$ cat config.mk
export PLATFORM = sky130hd
export DESIGN_NAME = cxl_order_accumulator
export DESIGN_NICKNAME = d
export VERILOG_FILES = /design/src/rtl/cxl_pkg.sv /design/src/rtl/cxl_acc_ram.sv /design/src/rtl/cxl_order_accumulator.sv
export SDC_FILE = /design/constraint.sdc
export NUM_CORES = 1
export LEC_CHECK = 0
export CORE_UTILIZATION = 25
export CTS_CLUSTER_DIAMETER = 40
export DETAILED_ROUTE_END_ITERATION = 10
export DONT_BUFFER_PORTS = 1
export HOLD_SLACK_MARGIN = 0.12
export PLACE_DENSITY = 0.5
export SKIP_LAST_GASP = 1
export SLEW_MARGIN = 15
export SYNTH_ARGS = -nofsm -noshare
export SYNTH_HDL_FRONTEND = slang
export SYNTH_SLANG_ARGS = --single-unit
export TNS_END_PERCENT = 30
$ cat constraint.sdc
create_clock -name clk -period 9.4 [get_ports clk]
set_input_delay 1.88 -clock clk [delete_from_list [all_inputs] [get_ports clk]]
set_output_delay 1.88 -clock clk [all_outputs]
set_load 0.05 [all_outputs]
$ cat src/rtl/cxl_pkg.sv
// Shared types and helpers for the cancelled-order accumulator.
// Holds the FSM state encoding, default widths and the saturating adder.
// sat_add works on SAT_MAX_W-bit operands; callers pass their real width (< SAT_MAX_W).
package cxl_pkg;

  typedef enum logic {
    INIT = 1'b0,
    RUN  = 1'b1
  } state_t;

  localparam int DEF_ID_W  = 5;
  localparam int DEF_AMT_W = 16;
  localparam int DEF_ACC_W = 32;

  // Working width of sat_add; accumulator widths up to SAT_MAX_W-1 are supported.
  localparam int SAT_MAX_W = 64;

  // Returns {sat, sum}. Both operands must already fit in 'width' bits, so the
  // only way to exceed the all-ones limit is a carry out of bit width-1.
  function automatic logic [SAT_MAX_W:0] sat_add(input logic [SAT_MAX_W-1:0] acc,
                                                 input logic [SAT_MAX_W-1:0] amt,
                                                 input int                   width);
    logic [SAT_MAX_W:0] sum;
    logic [SAT_MAX_W:0] lim;
    logic               sat;
    sum = {1'b0, acc} + {1'b0, amt};
    lim = ((SAT_MAX_W+1)'(1) << width) - (SAT_MAX_W+1)'(1);
    sat = (sum > lim);
    return {sat, (sat ? lim[SAT_MAX_W-1:0] : sum[SAT_MAX_W-1:0])};
  endfunction

endpackage

$ cat src/rtl/cxl_acc_ram.sv
// Per-client total storage: one write port, one synchronous read port.
// Latency: read data valid the cycle after re; a same-edge write is not visible (old data).
// No backpressure; both ports accept every cycle.
// Ports: clk; we/waddr/wdat write port; re/raddr read request; rdat registered read data.
module cxl_acc_ram #(
  parameter int DATA_W = 32,
  parameter int ADDR_W = 5
) (
  input  logic              clk,
  input  logic              we,
  input  logic [ADDR_W-1:0] waddr,
  input  logic [DATA_W-1:0] wdat,
  input  logic              re,
  input  logic [ADDR_W-1:0] raddr,
  output logic [DATA_W-1:0] rdat
);

  logic [DATA_W-1:0] mem [1<<ADDR_W];

  // Read and write share one edge; the read samples the array before the
  // write lands, which is what gives read-during-write its old-data behaviour.
  always_ff @(posedge clk) begin
    if (we) begin
      mem[waddr] <= wdat;
    end
    if (re) begin
      rdat <= mem[raddr];
    end
  end

endmodule

$ cat src/rtl/cxl_order_accumulator.sv
// Per-client cancelled-order accumulator: adds (or sets) an amount into a client total, reports the new total.
// Latency: out_valid pulses 2 edges after accept (RAM read at accept edge, update/write/report at the next).
// Backpressure: in_ready=0 during the post-reset clear sweep (NUM_CLIENTS cycles), then 1 forever; no output stall.
// Ports: clk, rst_n (async active-low); in_valid/in_ready/in_client_id/in_amount/in_set request;
//        out_valid/out_client_id/out_total/out_saturated result; with CXL_LIMIT_EN also cxl_limit in, out_over_limit out.
// Optional feature macro: CXL_LIMIT_EN (threshold compare on the reported total).
module cxl_order_accumulator
  import cxl_pkg::*;
#(
  parameter int ID_W        = DEF_ID_W,
  parameter int NUM_CLIENTS = 1 << ID_W,
  parameter int AMT_W       = DEF_AMT_W,
  parameter int ACC_W       = DEF_ACC_W
) (
  input  logic             clk,
  input  logic             rst_n,
  input  logic             in_valid,
  output logic             in_ready,
  input  logic [ID_W-1:0]  in_client_id,
  input  logic [AMT_W-1:0] in_amount,
  input  logic             in_set,
  output logic             out_valid,
  output logic [ID_W-1:0]  out_client_id,
  output logic [ACC_W-1:0] out_total,
  output logic             out_saturated
`ifdef CXL_LIMIT_EN
  ,
  input  logic [ACC_W-1:0] cxl_limit,
  output logic             out_over_limit
`endif
);

  // ---------------------------------------------------------------- FSM
  state_t          state, state_nxt;
  logic [ID_W-1:0] sweep_cnt, sweep_nxt;
  logic            sweep_last;

  assign sweep_last = (sweep_cnt == ID_W'(NUM_CLIENTS - 1));

  always_ff @(posedge clk or negedge rst_n) begin
    if (!rst_n) begin
      state     <= INIT;
      sweep_cnt <= '0;
    end else begin
      state     <= state_nxt;
      sweep_cnt <= sweep_nxt;
    end
  end

  always_comb begin
    state_nxt = state;
    sweep_nxt = sweep_cnt;
    in_ready  = 1'b0;
    case (state)
      INIT: begin
        sweep_nxt = sweep_cnt + ID_W'(1);
        if (sweep_last) begin
          state_nxt = RUN;
        end
      end
      RUN: begin
        in_ready = 1'b1;
      end
      default: begin
        state_nxt = INIT;
      end
    endcase
  end

  // ---------------------------------------------------------------- stage 1
  logic             accept;
  logic             s1_valid;
  logic [ID_W-1:0]  s1_id;
  logic [AMT_W-1:0] s1_amt;
  logic             s1_set;
  logic             s1_fwd;
  logic [ACC_W-1:0] s1_fwd_dat;
  logic             s1_in_range;

  // Stage-2 combinational results, declared here because stage 1 captures them for forwarding.
  logic [ACC_W-1:0] res;
  logic             res_sat;

  assign accept      = in_valid & in_ready;
  assign s1_in_range = ({1'b0, s1_id} < (ID_W+1)'(NUM_CLIENTS));

  // The RAM read issued at this edge cannot see the write stage 2 performs at
  // the same edge, so a same-client follower captures that result directly.
  always_ff @(posedge clk or negedge rst_n) begin
    if (!rst_n) begin
      s1_valid   <= 1'b0;
      s1_id      <= '0;
      s1_amt     <= '0;
      s1_set     <= 1'b0;
      s1_fwd     <= 1'b0;
      s1_fwd_dat <= '0;
    end else begin
      s1_valid <= accept;
      if (accept) begin
        s1_id      <= in_client_id;
        s1_amt     <= in_amount;
        s1_set     <= in_set;
        s1_fwd     <= s1_valid && s1_in_range && (s1_id == in_client_id);
        s1_fwd_dat <= res;
      end
    end
  end

  // ---------------------------------------------------------------- RAM
  logic             ram_we;
  logic [ID_W-1:0]  ram_waddr;
  logic [ACC_W-1:0] ram_wdat;
  logic [ACC_W-1:0] ram_rdat;

  always_comb begin
    ram_we    = 1'b0;
    ram_waddr = s1_id;
    ram_wdat  = res;
    if (state == INIT) begin
      ram_we    = 1'b1;
      ram_waddr = sweep_cnt;
      ram_wdat  = '0;
    end else if (s1_valid && s1_in_range) begin
      ram_we = 1'b1;
    end
  end

  cxl_acc_ram #(
    .DATA_W (ACC_W),
    .ADDR_W (ID_W)
  ) u_ram (
    .clk   (clk),
    .we    (ram_we),
    .waddr (ram_waddr),
    .wdat  (ram_wdat),
    .re    (accept),
    .raddr (in_client_id),
    .rdat  (ram_rdat)
  );

  // ---------------------------------------------------------------- stage 2
  logic [ACC_W-1:0]   operand;
  logic [SAT_MAX_W:0] sum_w;
  logic               unused_sum;
  logic [ACC_W-1:0]   rep_total;
  logic               rep_sat;

  assign operand    = s1_fwd ? s1_fwd_dat : ram_rdat;
  assign sum_w      = sat_add(SAT_MAX_W'(operand), SAT_MAX_W'(s1_amt), ACC_W);
  assign unused_sum = ^sum_w;

  // Set mode bypasses the adder entirely, so it can never saturate.
  assign res     = s1_set ? ACC_W'(s1_amt) : sum_w[ACC_W-1:0];
  assign res_sat = ~s1_set & sum_w[SAT_MAX_W];

  // Out-of-range ids are acknowledged but report an empty, unsaturated total.
  assign rep_total = s1_in_range ? res : '0;
  assign rep_sat   = s1_in_range & res_sat;

  always_ff @(posedge clk or negedge rst_n) begin
    if (!rst_n) begin
      out_valid     <= 1'b0;
      out_client_id <= '0;
      out_total     <= '0;
      out_saturated <= 1'b0;
    end else begin
      out_valid <= s1_valid;
      if (s1_valid) begin
        out_client_id <= s1_id;
        out_total     <= rep_total;
        out_saturated <= rep_sat;
      end
    end
  end

`ifdef CXL_LIMIT_EN
  // Qualified with s1_valid so the flag never lingers outside a result pulse.
  always_ff @(posedge clk or negedge rst_n) begin
    if (!rst_n) begin
      out_over_limit <= 1'b0;
    end else begin
      out_over_limit <= s1_valid & (rep_total >= cxl_limit);
    end
  end
`endif

endmodule
## Yosys cells after proc, flatten, opt, wreduce, memory -nomap -nowiden

Memories as Yosys holds them, arrays and structs flattened. A register that Yosys moved wholly into a read port is not among the register bits.
Cells that the tools add are included.

| word-level totals | value |
|---|---|
| register bits after elaboration | 101 |
| bits in writable memories | 1024 |
| input port bits | 25 |
| output and inout bits | 40 |
| word-level logic and storage cells | 34 |
| memories | 1 |

| operators by class | value |
|---|---|
| add/sub/neg operators | 2 |
| $lt $le $gt $ge | 1 |
| equal/unequal tests | 2 |
| muxes and demuxes | 12 |
| bitwise gates (word level) | 3 |
| reduce and logical (&&, ||, !) cells | 1 |

Memory list:

| name | depth | bits a word | rd ports | clocked after Yosys merged registers in | wr ports | line | text |
|---|---|---|---|---|---|---|---|
| u_ram.mem | 32 | 32 | 1 | 1 | 1 | cxl_acc_ram.sv:18 | `logic [DATA_W-1:0] mem [1<<ADDR_W];` |

Operator list:

| kind | count |
|---|---|
| $mux W32 | 4 |
| $add A32 B16 Y33 | 1 |
| $gt A33 B32 Y1 const B | 1 |
| $mux W1 | 7 |
| $add A5 B1 Y5 const B | 1 |
| $eq A5 B5 Y1 | 1 |
| $eq A5 B5 Y1 const B | 1 |
| $mux W5 | 1 |
| $and A1 B1 Y1 | 2 |
| $logic_and A1 B1 Y1 | 1 |
| $not A1 Y1 | 1 |

## Depth between registers and ports, before layout

Gate-level depths: netlist of run 1.

| depth | value |
|---|---|
| depth in word-level cells | 6 |
| gate-level depth with buffers | 17 |
| depth with buffers taken out | 11 |

## Modules after synthesis

Synthesis of run 1 repeated with hierarchy kept, for this count alone.

| unflattened totals | value |
|---|---|
| cell total of the unflattened synthesis | 2901 |
| area, all modules | 46817.4 um^2 |

Modules (own cells, without submodules):

| module | instances | cells each | area each (um^2) | sequential area each (um^2) |
|---|---|---|---|---|
| cxl_acc_ram | 1 | 2260 | 40805.4 | 31710.4 |
| cxl_order_accumulator | 1 | 641 | 6012.0 | 2527.4 |

## Worst setup path after synthesis of run 1

Ideal clock, no wire load.

| path | value |
|---|---|
| kind | register to register |
| start point | register s1_fwd |
| end point | memory u_ram.mem[0][26] (data pin) |
| setup time | 479 ps |
| arrival | 5089 ps |
| data required time | 8921 ps |
| slack | 3832 ps |
| stages on the path, launching flop included | 16 |
| path buffers | 7 |
| period minus slack after synthesis | 5568 ps |
| cell sequence | dfrtp_1 > buf_6 > buf_2 > buf_2 > buf_2 > buf_2 > buf_2 > mux2_2 > ha_1 > buf_4 > nand2_1 > or3_4 > a2111o_1 > a21boi_2 > nand2_1 > a221oi_1 |

| on the way | value |
|---|---|
| word-level cells in the longest chain between the ends | 6 |

RTL lines:

| item | line | text |
|---|---|---|
| start: declaration | cxl_order_accumulator.sv:76 | `logic s1_fwd;` |
| start signal: assignment | cxl_order_accumulator.sv:103 | `s1_fwd <= s1_valid && s1_in_range && (s1_id == in_client_id);` |
| $mux W32 * | cxl_order_accumulator.sv:148 | `assign operand = s1_fwd ? s1_fwd_dat : ram_rdat;` |
| $add A32 B16 Y33 * | cxl_pkg.sv:26 | `sum = {1'b0, acc} + {1'b0, amt};` |
| $gt A33 B32 Y1 | cxl_pkg.sv:28 | `sat = (sum > lim);` |
| $mux W32 * | cxl_pkg.sv:29 | `return {sat, (sat ? lim[SAT_MAX_W-1:0] : sum[SAT_MAX_W-1:0])};` |
| $mux W32 * | cxl_order_accumulator.sv:153 | `assign res = s1_set ? ACC_W'(s1_amt) : sum_w[ACC_W-1:0];` |
| $mux W32 * | cxl_order_accumulator.sv:119 | `if (state == INIT) begin` |
| named net ram_wdat[26] | cxl_order_accumulator.sv:112 | `logic [ACC_W-1:0] ram_wdat;` |
| end: declaration | cxl_acc_ram.sv:18 |  |

The timed path passes the listed nets; every way through them passes the cells marked *.

## Worst setup path after layout of run 1

| path | value |
|---|---|
| start point | register s1_fwd |
| end point | memory u_ram.mem[1][0] (data pin) |

Same word-level chain as after synthesis.

==> results of run 1 <==
==> final timing paths <==
| kind | from | end | cells after the start |
|---|---|---|---|
| min reg2reg | s1_fwd_dat[3] | s1_fwd_dat[3] | 2 |
| max | s1_fwd | u_ram.mem[1][0] | 11 |
| max reg2reg | s1_fwd | u_ram.mem[1][0] | 11 |
| min | s1_fwd_dat[3] | s1_fwd_dat[3] | 2 |
| max in group asynchronous | rst_n | s1_fwd_dat[4] | 0 |
| min in group asynchronous | rst_n | sweep_cnt[0] | 0 |
==> flip-flops by register name, indices dropped and copies added (netlist names) <==
| signal | count |
|---|---|
| out_valid | 1 |
| out_saturated | 1 |
| s1_fwd | 1 |
| out_total | 32 |
| s1_valid | 1 |
| u_ram.rdat | 32 |
| s1_set | 1 |
| s1_fwd_dat | 32 |
| u_ram.mem | 1024 |
| state | 1 |
| sweep_cnt | 5 |
| s1_id | 5 |
| out_client_id | 5 |
| s1_amt | 16 |
==> metrics by stage <==
step                worst slack [ps]  hold slack, ps  utilization (%)
detailed placement              4300             459             27.0
finish                          4280             477             29.4
global route                    4000             522             29.4
global placement                4430             458             27.0
floorplan                       3830             352                -
CTS                             4260             475             29.4
==> cell families after synthesis <==
kind of cell / count (synthesis) / share of synthesized area (%)
flops: 1157 / 74.4
xor+xnor: 21 / 0.400
mux: 416 / 18.0
simple gates: 278 / 2.80
compound gates: 176 / 2.62
fa+ha+maj: 19 / 0.533
buf+inv: 141 / 1.25
==> Yosys cell counts (15+ instances only) <==
library cell  count  area [um^2]
nand2_1         118          443
clkbuf_1         67          251
mux2i_1          15          150
and2_1           17          106
inv_1            29          109
nor2_1           69          259
edfxtp_1       1056        31700
buf_2            29          145
o21ai_0          39          195
a21oi_1          34          170
mux2_2           81          912
dfrtp_1         101         2530
xnor2_1          18          158
ha_1             18          225
mux4_2          320         7210
nand3_1          17         85.1
==> worst register-to-register path, cell delays in order (launching register included) <==
cell and delay [ps]:
dfrtp_2 670, mux2_2 270, ha_1 200, inv_1 90, fa_1 440, nand2b_1 210, a211o_1 390, a2111oi_4 480
o2111a_1 660, nor2_1 110, o21ai_1 390, and2_1 830
==> final cells by class <==
type	count	area share [%]
sequential	1157	63.7
multi-input combinational	910	21.4
clock buffer	153	6.53
tap	2464	5.74
clock inverter	90	1.65
timing repair buffer	55	0.768
inverter	30	0.214
antenna	2	0.00931
==> routing by layer <==
metal	part of all wire, %	up-vias	track usage, %
met5	0	-	0
met4	2.3	0	4.21
met3	5.9	173	3.03
met2	50	795	24.0
met1	41	12600	17.8
li1	-	9326	-
==> report_power, final <==
part	internal [W]	switching, W
logic	0.000338	0.000564
clock network	0.00299	0.00217
registers	0.00599	0.000238
==> run metrics, run 1 <==
Vias 22,900; Clk pin slew, worst setup/hold paths 60 ps; die height 431 um; crit path capture type flop; # clock sinks 1,157; crit-path max FO 32; fraction of registers with async set/reset 8.73%; Finished Cell Area 53,700 um^2; starting density of the core 25.2%; Max-cap violations 0; P_leak 16.8 nW; CP Cell Sequence mux2_2 > ha_1 > inv_1 > fa_1 > nand2b_1 > a211o_1 > a2111oi_4 > o2111a_1 > nor2_1 > o21ai_1 > and2_1; kind of critical path reg -> reg; VDD IR max 0.190 mV; I/O pin count 65; dpl cells 4,616; Final period util 54.4%; area of the multi-input gates 11,500 um^2; Area growth, synth to finish 16.8%; Syn Area/Cell 20.8 um^2; synthesized instance count 2,208; RSZ-0062 raised after global routing no; core area 183,000 um^2; Tot GR Track Use 14.0%; Fmax 195 MHz; WP data required 9800 ps; DP HPWL 65.8 mm; Final Hold Vio Count 0; initial antenna violation count 2; global-route wire length before repair 183 mm; synthesis-stage register bit count 1,157; Hold WC Path Type reg -> reg; CP bufs+invs 1; Worst-Skew Late Latency 760 ps; first drt pass iteration count 7; Register Area 34,200 um^2; EDFF count, synth 1,056; setup slack, reg-to-reg 4280 ps; Yosys cell types 72; die area 186,000 um^2; CP startpoint kind flop; GP Congestion 0.828; Tmin final 5120 ps; WP data arrival 5520 ps; yosys warns 0; setup TNS 0 ps; dominant synthesized flop cell edfxtp_1; Non-Filler Instances 4,861; Worst Skew 27.7 ps; slowest cell delay on critical path 830 ps; clk root buf clkbuf_16; Least-Margin Pin Slew 1420 ps; most frequent cells in the layout edfxtp_1 (1,056), mux4_2 (320), clkbuf_16 (138), nand2_1 (118), dfrtp_1 (98); CTS max path bufs 3; DRC 0; Synth Cell Area 46,000 um^2; cts bufs inserted 134; status complete, no violations; register area share after synthesis 74.4%; placed cell areas 49,300 um^2; port bufs 0; row cnt 157; Via density 4.72; Horiz. Die Dim 431 um; H-tree Lvls 4; final WL 131 mm; most common cell after layout, fill and taps aside edfxtp_1; CTS tree built; filler cell count 17,700; final setup fails 0; wire length per cell 27.0 um; Tot Pwr 0.0123 W; initial DRC count 2,236; Remaining Overflow, GRT 0; Mapped Nets 2,252; Post-CTS Setup Bufs 0; # hold bufs at CTS 0; vias in the first global route 23,700; final slew viol count 0; post-cts resize count 0; antenna viol nets, final 0; slowest CP cell and2_1; Rel. slew slack 5.44%; pwr dens 228 nW/um^2; # nets final 2,332; largest net degree at the start of global routing 259; family with the most delay on the worst path compound AO/OA/AOI/OAI gates; layout cells sized above 1 30.2%
Power figures use the tool's default switching activity.
==> run 2, diff against run 1 <==
--- a/config.mk
+++ b/config.mk
@@ -10,7 +10,7 @@
 export DETAILED_ROUTE_END_ITERATION = 10
 export DONT_BUFFER_PORTS = 1
 export HOLD_SLACK_MARGIN = 0.12
-export PLACE_DENSITY = 0.5
+export PLACE_DENSITY = 0.52
 export SKIP_LAST_GASP = 1
 export SLEW_MARGIN = 15
 export SYNTH_ARGS = -nofsm -noshare
==> constraint.sdc (replaced) <==
create_clock -name clk -period 4.7 [get_ports clk]
set_input_delay 0.94 -clock clk [delete_from_list [all_inputs] [get_ports clk]]
set_output_delay 0.94 -clock clk [all_outputs]
set_load 0.05 [all_outputs]
==> run 2 against run 1 <==
The run now ends with slew limit left. Clock power rose by 96%. Die area stayed put. Clock skew increased by 10 ps. Total power up 99%. Global-route usage down 0.39 points. Clock-buffer cell count up 3. Highest routed layer unchanged. Core utilization increased by 0.26 points. Largest cell class unchanged. Sequential power is 99% higher. First-iteration DRC count down 8.1%.
==> run metrics, run 2 (synthesis results as in run 1) <==
Largest Register u_ram.mem; Worst-Skew Late Latency 760 ps; Least-Margin Pin Slew 1560 ps; antenna viol nets, final 0; hold path endpoint s1_amt[2]; # nets final 2,365; crit-path max FO 32; VDD IR max 0.314 mV; post-route setup slack 146 ps; fin util 29.6%; Tmin final 4550 ps; Final period util 96.9%; CTS max path bufs 3; WP data arrival 4930 ps; Worst Skew 38.2 ps; Hold WC Path Type in -> reg; Register Area 34,200 um^2; GP Congestion 0.853; row cnt 157; global-route wire length before repair 180 mm; WP data required 5080 ps; vias in the first global route 23,200; die height 431 um; CP startpoint kind flop; final slew viol count 59; port bufs 0; # clock sinks 1,157; worst slack, placed 224 ps; Finished Cell Area 54,200 um^2; cts bufs inserted 131; initial antenna violation count 0; worst r2r src s1_fwd; failing checks slew limit; R2R depth 9; area of the multi-input gates 11,500 um^2; Tot Pwr 0.0244 W; die area 186,000 um^2; largest net degree at the start of global routing 259; Rel. slew slack -4.05%; starting density of the core 25.2%; Reg-to-Reg End u_ram.mem[18][26]; layout cells sized above 1 31.0%; final WL 127 mm; status finished, violations left; P_leak 17.0 nW; pwr dens 450 nW/um^2; placed cell areas 49,900 um^2; H-tree Lvls 4; RSZ-0062 raised after global routing no; Ant. Diodes 0; setup slack, reg-to-reg 150 ps; crit path launch s1_fwd; wire length per cell 26.0 um; Horiz. Die Dim 431 um; Final Hold Vio Count 0; Area growth, synth to finish 17.8%; CTS tree built; core area 183,000 um^2; Max-cap violations 0; kind of critical path reg -> reg; Vias 22,700; hold_sp in_amount[2]; most frequent cells in the layout edfxtp_1 (1,056), mux4_2 (320), clkbuf_16 (134), nand2_1 (118), dfrtp_1 (98); initial DRC count 2,055; final setup fails 0; crit path capture type flop; filler cell count 17,700; Fmax 220 MHz; I/O pin count 65; DP HPWL 66.7 mm; Clk pin slew, worst setup/hold paths 60 ps; first drt pass iteration count 5; hold-critical path depth 2; DRC 0; clk root buf clkbuf_16; most common cell after layout, fill and taps aside edfxtp_1; Largest register FFs 1,024; Via density 4.64; Remaining Overflow, GRT 0; Tot GR Track Use 13.6%
-- run 2: cell types whose count changed in the layout (fill, tap and decap cells not counted), sizes merged --
cell,delta
buf,+35
bufinv,-1
clkbuf,+3
clkinv,-4
diode,-2
dlygate4sd3,+1
inv,-3
-- run 2: power by group --
part           total [W]  internal (W)  switching, W
Clock             0.0101       0.00577       0.00431
Combinational    0.00188      0.000747       0.00113
Sequential        0.0124        0.0120      0.000466
Total             0.0244        0.0185       0.00591
-- run 2: critical path, stage by stage, from the launching register on --
cell and delay (ps):
dfrtp_2 490, buf_4 270, mux2_2 360, ha_1 410, nand2_1 100, or3_4 420, a2111o_1 500, a21boi_2 270
nand2_1 220, a221oi_4 1110
-- run 2: worst max-delay path by stage --
stage,slack [ps],to
after detailed placement,220,u_ram.mem[28][29]
after global routing,0.3,u_ram.mem[18][26]
after floorplan,-220,u_ram.mem[0][28]
after global placement,260,u_ram.mem[28][29]
after CTS,180,u_ram.mem[16][29]
final,150,u_ram.mem[18][26]
-- run 2: metrics by stage --
step,cells,hold WS [ps],setup TNS [ps]
after floorplan,2208,352,-52700
after global placement,4649,462,0
after detailed placement,4649,465,0
after CTS,4889,232,0
after global routing,4890,273,0
final,4890,300,0
-- run 2: layer usage --
metal  vias to the layer above  global-route usage [%]  routed length (um)
met3                       151                    2.92                7260
met5                         -                       0                   0
met1                     12500                    18.0               54000
li1                       9387                       -                   -
met4                         0                    3.21                2110
met2                       634                    22.9               63600
-- run 2: final cells by class --
class | count | share of cell area (%)
Clock buffer | 156 | 6.36
Clock inverter | 82 | 1.45
Inverter | 30 | 0.212
Multi-Input combinational cell | 910 | 21.2
Sequential cell | 1157 | 63.2
Tap cell | 2464 | 5.69
Timing Repair Buffer | 91 | 1.92
-- run 2: repair_timing --
action	4_1_cts	5_1_grt
hold endpoints to repair	101	0
hold buffers	2	0
endpoints found under the setup margin	0	32
setup buffers	0	0
resized for setup	0	0
